File: src/rtl/serial_adder_ctrl.sv
// serial_adder_ctrl
//   Bit-serial adder controller: one full-adder cell plus a carry flip-flop
//   adds two WIDTH-bit operands LSB first, one bit per clock, sequenced by a
//   START/BUSY/DONE handshake. {COUT,S} = A + B + CIN (unsigned, mod 2^WIDTH).
//
//   Optional feature: define SERIAL_ADDER_OVF_EN to add the OVF port, which
//   reports signed overflow (carry-into-MSB XOR carry-out) with each result.
//
// Ports
//   CLK    in   rising-edge clock
//   RST    in   asynchronous active-high reset
//   START  in   begin an addition (accepted in IDLE or DONE)
//   A, B   in   WIDTH-bit operands, captured when START is accepted
//   CIN    in   carry-in, captured when START is accepted
//   BUSY   out  high while an addition is in progress
//   DONE   out  one-cycle pulse when S/COUT (and OVF) are updated
//   S      out  registered sum, held between completions
//   COUT   out  registered carry-out of bit WIDTH-1
//   OVF    out  signed overflow (SERIAL_ADDER_OVF_EN only)

module serial_adder_ctrl #(
    parameter int WIDTH = 4
) (
    input  logic             CLK,
    input  logic             RST,
    input  logic             START,
    input  logic [WIDTH-1:0] A,
    input  logic [WIDTH-1:0] B,
    input  logic             CIN,
    output logic             BUSY,
    output logic             DONE,
    output logic [WIDTH-1:0] S,
    output logic             COUT
`ifdef SERIAL_ADDER_OVF_EN
    ,
    output logic             OVF
`endif
);

    localparam int CNT_W = (WIDTH > 1) ? $clog2(WIDTH) : 1;
    localparam logic [CNT_W-1:0] CNT_LAST = CNT_W'(WIDTH - 1);

    typedef enum logic [1:0] {
        ST_IDLE,
        ST_RUN,
        ST_DONE
    } state_t;

    state_t           state;
    logic [WIDTH-1:0] sa;
    logic [WIDTH-1:0] sb;
    logic [WIDTH-1:0] sr;
    logic             cf;
    logic [CNT_W-1:0] cnt;

    // The single shared full-adder cell.
    logic             sum_bit;
    logic             carry_bit;
    logic [WIDTH-1:0] sr_next;

    always_comb begin
        sum_bit   = sa[0] ^ sb[0] ^ cf;
        carry_bit = (sa[0] & sb[0]) | (sa[0] & cf) | (sb[0] & cf);
        sr_next   = {sum_bit, sr[WIDTH-1:1]};
    end

    always_ff @(posedge CLK or posedge RST) begin
        if (RST) begin
            state <= ST_IDLE;
            sa    <= '0;
            sb    <= '0;
            sr    <= '0;
            cf    <= 1'b0;
            cnt   <= '0;
            BUSY  <= 1'b0;
            DONE  <= 1'b0;
            S     <= '0;
            COUT  <= 1'b0;
`ifdef SERIAL_ADDER_OVF_EN
            OVF   <= 1'b0;
`endif
        end else begin
            case (state)
                ST_IDLE, ST_DONE: begin
                    DONE <= 1'b0;
                    if (START) begin
                        sa    <= A;
                        sb    <= B;
                        cf    <= CIN;
                        sr    <= '0;
                        cnt   <= '0;
                        BUSY  <= 1'b1;
                        state <= ST_RUN;
                    end else begin
                        BUSY  <= 1'b0;
                        state <= ST_IDLE;
                    end
                end

                ST_RUN: begin
                    sr  <= sr_next;
                    cf  <= carry_bit;
                    sa  <= sa >> 1;
                    sb  <= sb >> 1;
                    cnt <= cnt + CNT_W'(1);
                    if (cnt == CNT_LAST) begin
                        // On the MSB step cf still holds the carry into bit
                        // WIDTH-1, so overflow falls out without another flop.
                        S     <= sr_next;
                        COUT  <= carry_bit;
`ifdef SERIAL_ADDER_OVF_EN
                        OVF   <= cf ^ carry_bit;
`endif
                        BUSY  <= 1'b0;
                        DONE  <= 1'b1;
                        state <= ST_DONE;
                    end
                end

                default: begin
                    BUSY  <= 1'b0;
                    DONE  <= 1'b0;
                    state <= ST_IDLE;
                end
            endcase
        end
    end

endmodule

File: config.mk
export PLATFORM = sky130hd
export DESIGN_NAME = serial_adder_ctrl
export DESIGN_NICKNAME = d
export VERILOG_FILES = /design/src/rtl/serial_adder_ctrl.sv
export SDC_FILE = /design/constraint.sdc
export NUM_CORES = 1
export LEC_CHECK = 0
export BUFFER_PORTS_ARGS = -buffer_cell sky130_fd_sc_hd__buf_4
export CAP_MARGIN = 30
export CELL_PAD_IN_SITES_DETAIL_PLACEMENT = 1
export CELL_PAD_IN_SITES_GLOBAL_PLACEMENT = 1
export CORE_MARGIN = 2
export CORE_UTILIZATION = 42
export DETAILED_ROUTE_END_ITERATION = 12
export PLACE_DENSITY = 0.8
export SLEW_MARGIN = 20
export SYNTH_ARGS = -nofsm -noshare
export SYNTH_HDL_FRONTEND = slang
export SYNTH_SLANG_ARGS = --single-unit
File: constraint.sdc
create_clock -name CLK -period 1.7 [get_ports CLK]
set_input_delay 0.17 -clock CLK [delete_from_list [all_inputs] [get_ports CLK]]
set_output_delay 0.17 -clock CLK [all_outputs]
set_load 0.02 [all_outputs]
After elaboration in Yosys (flattened, before gate mapping)
Index checks and enable logic that the tools add are counted.
Widths: inputs -> output; s select.
{"block": "totals", "regBits": 24}
{"block": "op_classes", "n_mux": 18, "addsub": 1, "bitwise": 7, "eq_ne": 5, "n_reduce_logical": 5}
{"operator": "$pmux 4 s2", "n": 3}
{"operator": "$mux 4", "n": 3}
{"operator": "$pmux 2 s2", "n": 2}
{"operator": "$mux 1", "n": 6}
{"operator": "$eq 2x2->1 const B", "n": 2}
{"operator": "$mux 2", "n": 2}
{"operator": "$ne 2x2->1 const B", "n": 2}
{"operator": "$pmux 1 s2", "n": 2}
{"operator": "$reduce_and 2->1", "n": 2}
{"operator": "$and 1x1->1", "n": 3}
{"operator": "$add 2x1->2 const B", "n": 1}
{"operator": "$eq 2x1->1 const B", "n": 1}
{"operator": "$logic_not 2->1", "n": 1}
{"operator": "$or 1x1->1", "n": 2}
{"operator": "$reduce_bool 2->1", "n": 1}
{"operator": "$reduce_or 2->1", "n": 1}
{"operator": "$xor 1x1->1", "n": 2}

Logic depth before layout (Yosys ltp)
Gate-level depths: netlist of the first run.
{"block": "depth", "ltp_word": 4, "ltp_mapped": 6}

Worst setup path after synthesis of the first run
No wires, ideal clock.
{"block": "synth_path", "path_type": "register to register", "from": "reg, netlist name DONE", "to": "reg sr[3]", "path_slack_ns": 0.314, "required_ns": 1.579, "t_arrival_ns": 1.265, "stages_incl_launch_ff": 7, "setup_time_ns": 0.121, "synth_period_minus_slack_ns": 1.386, "path_cell_list": "dfrtp_1 > buf_6 > nand2b_4 > buf_6 > and2_4 > buf_6 > a22o_1"}
{"element": "end signal, assigned", "line": "101", "rtl": "sr <= sr_next;"}
{"element": "end, declared", "line": "52", "rtl": "logic [WIDTH-1:0] sr;"}

Worst setup path in the final report of the first run
{"block": "layout_path", "from": "reg state[0]", "to": "reg sr[2]"}
{"block": "layout_between", "elab_chain_len": 4}
{"element": "start, declared", "line": "49", "rtl": "state_t state;"}
{"element": "start signal, assigned", "line": "69", "rtl": "state <= ST_IDLE;"}
{"element": "start signal, assigned", "line": "93", "rtl": "state <= ST_RUN;"}
{"element": "start signal, assigned", "line": "96", "rtl": "state <= ST_IDLE;"}
{"element": "$eq 2x2->1 or $logic_not 2->1 (tied branches)", "line": "83", "rtl": "case (state)"}
{"element": "$reduce_or 2->1", "line": "83"}
{"element": "$ne 2x2->1 (no line) or $reduce_bool 2->1 (tied branches)"}
{"element": "$reduce_and 2->1 (no line)"}
Parallel ways exist; a longest one is shown, timed or not.
A chain may end at the register's enable or synchronous reset.

==> results of run 1 <==
## worst paths after layout
check / startpoint / endpoint / slack [ns] / depth (start not counted)
min in group asynchronous: RST / sa[2] / 0.45 / 4
max: state[0] / sr[2] / 0.34 / 3
max reg2reg: state[0] / sr[2] / 0.34 / 3
min: A[2] / sa[2] / 0.13 / 3
min reg2reg: S[0] / S[0] / 0.52 / 1
max in group asynchronous: RST / COUT / 1.03 / 4
## flip-flops by register name, indices dropped and copies added, names as in the netlist
register,flops
S,4
sa,4
sb,4
sr,3
cnt,2
BUSY,1
COUT,1
DONE,1
cf,1
state,1
## per-stage QoR
step / hold WS, ns / instance area, um^2 / cells
finish: 0.133 / 1170 / 131
CTS: 0.129 / 1170 / 131
detailed placement: 0.238 / 1140 / 127
global placement: 0.230 / 1140 / 127
floorplan: 0.159 / 1010 / 85
global route: 0.141 / 1170 / 131
## cell type report
class	instances	area, um^2	share of cell area (%)
clock buffer	3	22.5	1.92
inverter	8	30.0	2.56
multi-input combinational	49	377	32.1
sequential	22	551	46.9
tap	28	35.0	2.98
timing repair buffer	21	160	13.6
## tightest hold or removal path, cell delays in order
cell and delay [ns]:
buf_4 0.07, o22ai_1 0.05, a21oi_1 0.11
## logic make-up (layout without fill, tap and decap cells)
family	count (synthesis)	in the layout	synth area share [%]
AND/OR/NAND/NOR	13	13	8.39
AO/OA/AOI/OAI	23	23	13.8
buffers and inverters	14	32	8.52
adder cells (fa/ha/maj)	2	2	3.21
flip-flops	22	22	54.3
multiplexers	11	11	11.7
## placed cells by master (no fill, tap or decap), drive strengths merged, types with 2 or more instances in the layout
master,instances
o21ai,5
a22o,3
dfrtp,22
nand3,3
inv,8
mux2i,4
buf,20
a211oi,2
nand2b,3
a21oi,7
nand2,2
nor2b,3
mux2,7
clkbuf,3
o22ai,5
## report_power, final
| part | switching (W) | internal (W) |
|---|---|---|
| logic | 0.000487 | 0.000501 |
| registers | 0.000208 | 0.000770 |
| clock network | 0.000153 | 0.0000828 |
| total | 0.000848 | 0.00135 |
## routing by layer
layer	global-route usage, %	vias to the layer above	routed length (um)
met5	0	-	0
met4	8.97	0	38
met3	3.39	5	107
met2	25.6	21	907
met1	23.4	351	924
li1	-	330	-
==> qor.yml, run 1 <==
outcome:
  status: "completed"
die:
  dieArea_mm2: 0.00282
  fp.dieW_um: 53.1
  core_mm2: 0.00225
  die-height_um: 53.1
  initial_utilization_pct: 45.0
  ios: 19
  fp-row-count: 17
clocking:
  cts_root_buf: "clkbuf_4"
  cts_buffers: 3
  cts_hold_buf: 1
  insertion_delay_ns: 0.31
  post_cts_buffers: 0
  clk_path_buf_depth: 2
  cts_tree: "yes"
  cts_resized: 0
  clock-sinks: 22
  cts.clk_slew.worst_paths_ns: 0.12
  htree_levels: 1
route:
  vias_per_cell: 5.40
  ant_nets: 0
  drt-total-wl_um: 1980
  drt_iter0_drc: 4
  wl_per_cell_um: 15.1
  num_vias: 707
  dr.pass1.iters: 4
  drc: 0
layout:
  syn2layout_area_growth_pct: 15.9
  post-route-util_pct: 52.1
  nNetsFinal: 119
  fill_cells: 269
  antenna_cells: 0
  drive_above_1_share_pct: 33.0
pwr:
  p_total_w: 0.00220
  ir_drop_uv: 813
  power.leakage_nw: 0.561
  powerDensity_mw_per_mm2: 1870
sta:
  fin_skew_ns: 0.00227
  rsz0062_at_grt: "no"
  timing.fmax_mhz: 734
  worst_pin_slew_ns: 0.402
  timing.final.crit_share_pct: 80.2
  setup_ws_ns: 0.337
  final.setup.tns_ns: 0
  finalCriticalPeriod_ns: 1.36
  hold_violations: 0
  slew-limit-headroom_pct: 73.2
  slew_viol_final: 0
  setup_viol_count_final: 0
setup_path:
  cp_slowest_stage_delay_ns: 0.49
  cp_data_required_time_ns: 1.91
  worstPathMaxFanout: 9
  path_buf_inv: 0
  critPathTopFamily: "simple AND/OR/NAND/NOR gates"
  slowest_stage: "dfrtp_1"
  arrival_ns: 1.57
  critPathCaptureType: "flop"
  crit_chain: "nand2b_1 > and2_4 > a22o_1"
  startpoint_type: "flop"
  critPathKind: "reg2reg"
synthesis:
  yosysSeqAreaShare_pct: 54.3
  synth_area_per_cell_um2: 11.9
  synth_area_mm2: 0.00101
  synth_nets: 99
  ys_types: 24
  synth_area_leaders: "dfrtp_1 54%, mux2_2 7.8%, buf_6 4.4%"
  syn_inst: 85
  async_reset_ff_share_pct: 100
  synth-warning-count: 0
  synth_edf_count: 0
  ys_ff_latch: 22
  synth_top_area_cell: "dfrtp_1"
  synth.most_common_cell: "dfrtp_1"
  synth_flop_cell: "dfrtp_1"
  ys_top_cells_by_count: "22 x dfrtp_1, 8 x inv_1, 7 x a21oi_1, 7 x mux2_2"
  yosys.area.top_type_share_pct: 54.3
placed_design:
  dpl.hpwl_um: 1500
  io_buffers: 18
  gp_congestion: 0.706
  pre_cts_ws_ns: 0.345
grt:
  grt_pass1_wl_um: 3380
  grt_use_total_pct: 17.1
  grt_max_degree: 23
  grt_antenna_before_repair: 0
  overflow: 0
  grt_pass1_vias: 734
job:
  max_cap_violations: 0
hold_path:
  hold_path_class: "in2reg"
No activity file was read; power rests on OpenSTA's default activity.
==> run 2, diff against run 1 <==
ABC_AREA = 1   (was unset)
CORE_UTILIZATION = 40   (was 42)
PLACE_DENSITY = 0.81   (was 0.8)
clock period = 1.4 ns   (was 1.7 ns; I/O delays follow)
==> qor.yml, run 2 <==
setup_path:
  critPathCaptureType: "flop"
  arrival_ns: 1.43  # -0.14 ns
  slowest_stage: "dfrtp_1"
  worstPathMaxFanout: 2  # -7
  crit_chain: "fa_1 > inv_1 > nand3_1 > nand3_1 > nand2_1"
  startpoint_type: "flop"
  cp_data_required_time_ns: 1.60  # -0.31 ns
  critPathTopFamily: "flip-flops"
  worst_path_most_repeated_cell: "nand3_1"
  cp_slowest_stage_delay_ns: 0.42  # -0.07 ns
  path_buf_inv: 1  # +1
  critPathKind: "reg2reg"
synthesis:
  synth_area_leaders: "dfrtp_1 53%, nand2_1 14%, inv_1 7.2%"
  synth_area_mm2: 0.00104  # +2.3%
  ys_ff_latch: 22  # unchanged
  async_reset_ff_share_pct: 100  # unchanged
  synth_top_area_cell: "dfrtp_1"
  yosys.area.top_type_share_pct: 53.1  # -1.2 points
  synth_area_per_cell_um2: 8.72  # -27%
  ys_types: 18  # -25%
  ys_top_cells_by_count: "38 x nand2_1, 22 x dfrtp_1, 20 x inv_1, 14 x nand3_1, 7 x o21ai_0"
  synth_flop_cell: "dfrtp_1"
  synth-warning-count: 0  # unchanged
  yosysSeqAreaShare_pct: 53.1  # -1.2 points
  syn_inst: 119  # +40%
  synth.most_common_cell: "nand2_1"
  synth_nets: 133  # +34%
  synth_edf_count: 0  # unchanged
placed_design:
  gp_congestion: 0.714  # +1.1%
  io_buffers: 18  # unchanged
  dpl.hpwl_um: 1680  # +12%
clocking:
  post_cts_buffers: 0  # unchanged
  clock-sinks: 22  # unchanged
  cts_hold_buf: 1  # unchanged
  htree_levels: 1  # unchanged
  cts_resized: 0  # unchanged
  insertion_delay_ns: 0.30  # about the same
  cts_buffers: 3  # unchanged
  cts_root_buf: "clkbuf_4"
  cts.clk_slew.worst_paths_ns: 0.12  # about the same
  cts_tree: "yes"
  clk_path_buf_depth: 2  # unchanged
pwr:
  powerDensity_mw_per_mm2: 2350  # +25%
  power.leakage_nw: 0.708  # +26%
  ir_drop_uv: 1010  # +24%
hold_path:
  hold_path_class: "in2reg"
sta:
  hold_violations: 0  # unchanged
  timing.final.crit_share_pct: 87.4  # +7.3 points
  worst_pin_slew_ns: 0.317  # -0.0856 ns
  timing.fmax_mhz: 817  # +11%
  finalCriticalPeriod_ns: 1.22  # -0.139 ns
  timing.hold.ws_ns: 0.0517  # -0.0816 ns
  setup_viol_count_final: 0  # unchanged
  rsz0062_at_grt: "no"
  fin_skew_ns: 0.00452  # +0.00225 ns
  slew-limit-headroom_pct: 78.9  # +5.7 points
  slew_viol_final: 0  # unchanged
  final.setup.tns_ns: 0  # unchanged
layout:
  syn2layout_area_growth_pct: 21.2
  layout_commonest_cell: "nand2_1"
  drive_above_1_share_pct: 25.0  # -8.0 points
  nNetsFinal: 160  # +34%
  multi_input_area_um2: 375  # -0.33%
  reg_top3: "S (4), sa (4), sb (4)"
  fill_cells: 308  # +14%
  register_area_um2: 551  # unchanged
  antenna_cells: 0  # unchanged
  mostFrequentLayoutCells: "38 x nand2_1, 23 x buf_4, 22 x dfrtp_1"
route:
  drc: 0  # unchanged
  wl_per_cell_um: 12.4  # -18%
  num_vias: 835  # +18%
  ant_nets: 0  # unchanged
  drt_iter0_drc: 5  # +1
  vias_per_cell: 4.80  # -11%
  dr.pass1.iters: 4  # unchanged
  drt-total-wl_um: 2150  # +8.7%
grt:
  grt_pass1_vias: 808  # +10%
  overflow: 0  # unchanged
  grt_antenna_before_repair: 0  # unchanged
  grt_use_total_pct: 17.2  # +0.061 points
  grt_max_degree: 23  # unchanged
  grt_pass1_wl_um: 3590  # +6.3%
die:
  fp-row-count: 18  # +1
  ios: 19  # unchanged
  fp.dieW_um: 54.9  # +3.4%
  initial_utilization_pct: 41.9  # -3.1 points
  dieArea_mm2: 0.00302  # +6.9%
  die-height_um: 54.9  # +3.4%
  core_mm2: 0.00248  # +9.9%
outcome:
  status: "completed"
job:
  max_cap_violations: 0  # unchanged
run 2: cell type report:
cell class | count | area share (%)
clock buffer | 3 | 1.79
inverter | 23 | 7.06
multi-input combinational | 72 | 29.9
sequential | 22 | 43.8
tap | 30 | 2.99
timing repair buffer | 24 | 14.5
run 2: metal layers:
layer  wire length, um  global-route usage, %  up-vias
met5                 0                      0        -
met3                75                   2.42        2
met1               942                   20.8      405
li1                  -                      -      413
met4                12                   6.10        0
met2              1120                   31.0       15
run 2: worst register-to-register path, stage by stage, from the launching register on:
cell     delay [ns]
dfrtp_1        0.42
fa_1           0.42
inv_1          0.09
nand3_1        0.07
nand3_1        0.09
nand2_1        0.05
run 2: through the flow:
| stage | area (um^2) | power (W) | utilization [%] | cells | setup WS (ns) |
|---|---|---|---|---|---|
| after floorplan | 1040 | 0.00223 | - | 119 | 0.241 |
| after global placement | 1220 | 0.00265 | 49.4 | 170 | 0.138 |
| after detailed placement | 1220 | 0.00272 | 49.4 | 170 | 0.170 |
| after CTS | 1260 | 0.00301 | 50.8 | 174 | 0.152 |
| after global routing | 1260 | 0.00328 | 50.8 | 174 | 0.0598 |
| final | 1260 | 0.00295 | 50.8 | 174 | 0.176 |
run 2: worst paths after layout:
kind | from | to | slack [ns] | cells past startpoint
worst min register to register | cnt[0] | cnt[0] | 0.49 | 1
worst max register to register | sa[0] | cf | 0.18 | 5
min in group asynchronous | RST | BUSY | 0.43 | 4
worst max-delay path | sa[0] | cf | 0.18 | 5
max in group asynchronous | RST | sb[2] | 0.75 | 4
worst min-delay path | A[3] | sa[3] | 0.05 | 3
run 2: power by group:
| group | internal [W] | switching [W] | total, W | leakage (nW) |
|---|---|---|---|---|
| Combinational | 0.000615 | 0.000907 | 0.00152 | 0.419 |
| Clock | 0.000100 | 0.000180 | 0.000281 | 0.0138 |
| Sequential | 0.000938 | 0.000213 | 0.00115 | 0.275 |
run 2: kinds of logic after synthesis:
logic type | share of synthesized area [%]
simple gates | 27.0
compound gates | 6.03
buf+inv | 10.7
fa+ha+maj | 3.14
flops | 53.1
==> run 3, diff against run 2 <==
--- a/config.mk
+++ b/config.mk
@@ -13,5 +13,5 @@
 export CORE_MARGIN = 2
-export CORE_UTILIZATION = 40
+export CORE_UTILIZATION = 36
 export DETAILED_ROUTE_END_ITERATION = 12
-export PLACE_DENSITY = 0.81
+export PLACE_DENSITY = 0.77
 export SLEW_MARGIN = 20
==> constraint.sdc (replaced) <==
create_clock -name CLK -period 1.1 [get_ports CLK]
set_input_delay 0.055 -clock CLK [delete_from_list [all_inputs] [get_ports CLK]]
set_output_delay 0.055 -clock CLK [all_outputs]
set_load 0.02 [all_outputs]
==> qor.yml, run 3 (synthesis gave the netlist of run 2 again) <==
setup_path:
  startpoint_type: "flop"
  critPathCaptureType: "flop"
  crit_chain: "fa_2 > nand2_1 > o21ai_1"
  path_buf_inv: 0  # -1
  cp_data_required_time_ns: 1.35  # -0.25 ns
  worstPathMaxFanout: 2  # unchanged
  critPathKind: "reg2reg"
  cp_slowest_stage_delay_ns: 0.59  # +0.17 ns
  slowest_stage: "fa_2"
  critPathTopFamily: "adder cells"
  arrival_ns: 1.44  # about the same
route:
  num_vias: 887  # +6.2%
  dr.pass1.iters: 3  # -1
  drc: 0  # unchanged
  ant_nets: 0  # unchanged
  drt_iter0_drc: 20  # +15
  drt-total-wl_um: 2510  # +17%
  dr_wl_met2_um: 1370  # +22%
  dr_wl_met3_um: 79  # +5.3%
  m1WireLength_um: 1050  # +11%
  vias_per_cell: 4.69  # -2.2%
  highest_layer: "met4"
  wl_per_cell_um: 13.3  # +7.4%
clocking:
  cts.clk_slew.worst_paths_ns: 0.13  # about the same
  cts_buffers: 3  # unchanged
  clk_path_buf_depth: 2  # unchanged
  htree_levels: 1  # unchanged
  cts_root_buf: "clkbuf_4"
  cts_tree: "yes"
  insertion_delay_ns: 0.31  # about the same
  clock-sinks: 22  # unchanged
die:
  fp.dieW_um: 57.7  # +5.0%
  fp-row-count: 19  # +1
  core_mm2: 0.00276  # +11%
  die-height_um: 57.7  # +5.0%
  dieArea_mm2: 0.00333  # +10%
  ios: 19  # unchanged
  initial_utilization_pct: 37.6  # -4.3 points
pwr:
  ir_drop_uv: 1420  # +41%
  p_total_w: 0.00486  # +64%
  power.leakage_nw: 0.824  # +16%
  powerDensity_mw_per_mm2: 3150  # +34%
sta:
  setup_ws_ns: -0.0918  # -0.267 ns
  slew-limit-headroom_pct: 80.5  # +1.6 points
  rsz0062_at_grt: "yes"
  slew_viol_final: 0  # unchanged
  fin_skew_ns: 0.00536  # +0.000839 ns
  setup_viol_count_final: 5  # +5
  worst_pin_slew_ns: 0.292  # -0.0244 ns
  finalCriticalPeriod_ns: 1.19  # -0.0325 ns
  timing.final.crit_share_pct: 108  # +21 points
  timing.fmax_mhz: 839  # +2.7%
  hold_violations: 0  # unchanged
outcome:
  status: "complete, but fails checks"
  violations: "setup timing"
layout:
  fin_area_mm2: 0.00154  # +22%
  instances_no_fill: 189  # +8.6%
  antenna_cells: 0  # unchanged
  post-route-util_pct: 55.9  # +5.1 points
  register_area_um2: 553  # +0.45%
  mostFrequentLayoutCells: "27 x nand2_1, 25 x buf_4, 20 x dfrtp_1"
  fill_cells: 334  # +8.4%
  layout_commonest_cell: "nand2_1"
  syn2layout_area_growth_pct: 48.5
  drive_above_1_share_pct: 46.2  # +21 points
  reg_top3: "S (4), sa (4), sb (4)"
  nNetsFinal: 173  # +8.1%
  multi_input_area_um2: 492  # +31%
job:
  max_cap_violations: 0  # unchanged
placed_design:
  numPlacedInstances: 177  # +4.1%
  dpl.hpwl_um: 1730  # +3.4%
  placed_area_mm2: 0.00130  # +6.1%
  io_buffers: 18  # unchanged
  gp_congestion: 0.762  # +6.7%
grt:
  grt_pass1_vias: 956  # +18%
  grt_max_degree: 23  # unchanged
  grt_antenna_before_repair: 0  # unchanged
  grt_pass1_wl_um: 4030  # +12%
  overflow: 0  # unchanged
  grt_use_total_pct: 15.8  # -1.4 points
hold_path:
  hold_path_class: "in2reg"
-- run 3: cell count changes in the layout (fill, tap and decap cells not counted), moves of 4 or more --
cell     change
nand2_1     -11
nand2_2      +8
nand3_1      -8
nand3_2      +8
o21ai_0      -5
o21ai_1      +5
nand2_4      +4
-- run 3: worst register-to-register path: stages (launching register included) --
cell and delay (ns):
dfrtp_1 0.43, fa_2 0.59, nand2_1 0.05, o21ai_1 0.06
-- run 3: timing repair --
item | 4_1_cts | 5_1_grt
hold buffers | 3 | 0
setup buffers | 1 | 1
resized for setup | 8 | 36
gates cloned | 1 | 2
pin swaps | 4 | 13
hold endpoints to repair | 24 | 0
setup endpoints to repair | 13 | 21
-- run 3: layout make-up --
| type | count | share of cell area, % |
|---|---|---|
| multi-input combinational | 74 | 31.9 |
| sequential | 22 | 35.9 |
| inverter | 23 | 6.42 |
| tap | 31 | 2.52 |
| clock buffer | 4 | 2.36 |
| timing repair buffer | 35 | 20.9 |
-- run 3: report_power, final --
part | switching (W) | internal, W | leakage (nW)
logic | 0.00161 | 0.00134 | 0.530
registers | 0.000255 | 0.00120 | 0.273
clock network | 0.000253 | 0.000202 | 0.0210
total | 0.00212 | 0.00274 | 0.824
-- run 3: final timing paths --
path | from | endpoint | slack [ns] | cells past startpoint
worst max-delay path | cf | sr[3] | -0.09 | 3
worst min-delay path | B[0] | sb[0] | 0.05 | 5
worst max register to register | cf | sr[3] | -0.09 | 3
worst min register to register | cnt[0] | cnt[0] | 0.49 | 1
max in group asynchronous | RST | state[0] | 0.53 | 4
min in group asynchronous | RST | S[2] | 0.32 | 4
-- run 3: metal layers --
metal / global-route usage, % / vias to the layer above
met4: 4.98 / 0
met1: 18.3 / 423
met3: 2.68 / 2
met2: 29.4 / 17
met5: 0 / -
li1: - / 445
-- run 3: through the flow --
step / worst slack [ns] / hold slack, ns / TNS, ns
6_report: -0.0918 / 0.0540 / -0.257
3_5_place_dp: -0.0762 / 0.121 / -0.295
4_1_cts: -0.0892 / 0.0383 / -0.236
3_3_place_gp: -0.0278 / 0.116 / -0.0562
2_1_floorplan: -0.0235 / 0.0442 / -0.0344
5_1_grt: -0.124 / 0.0587 / -1.10
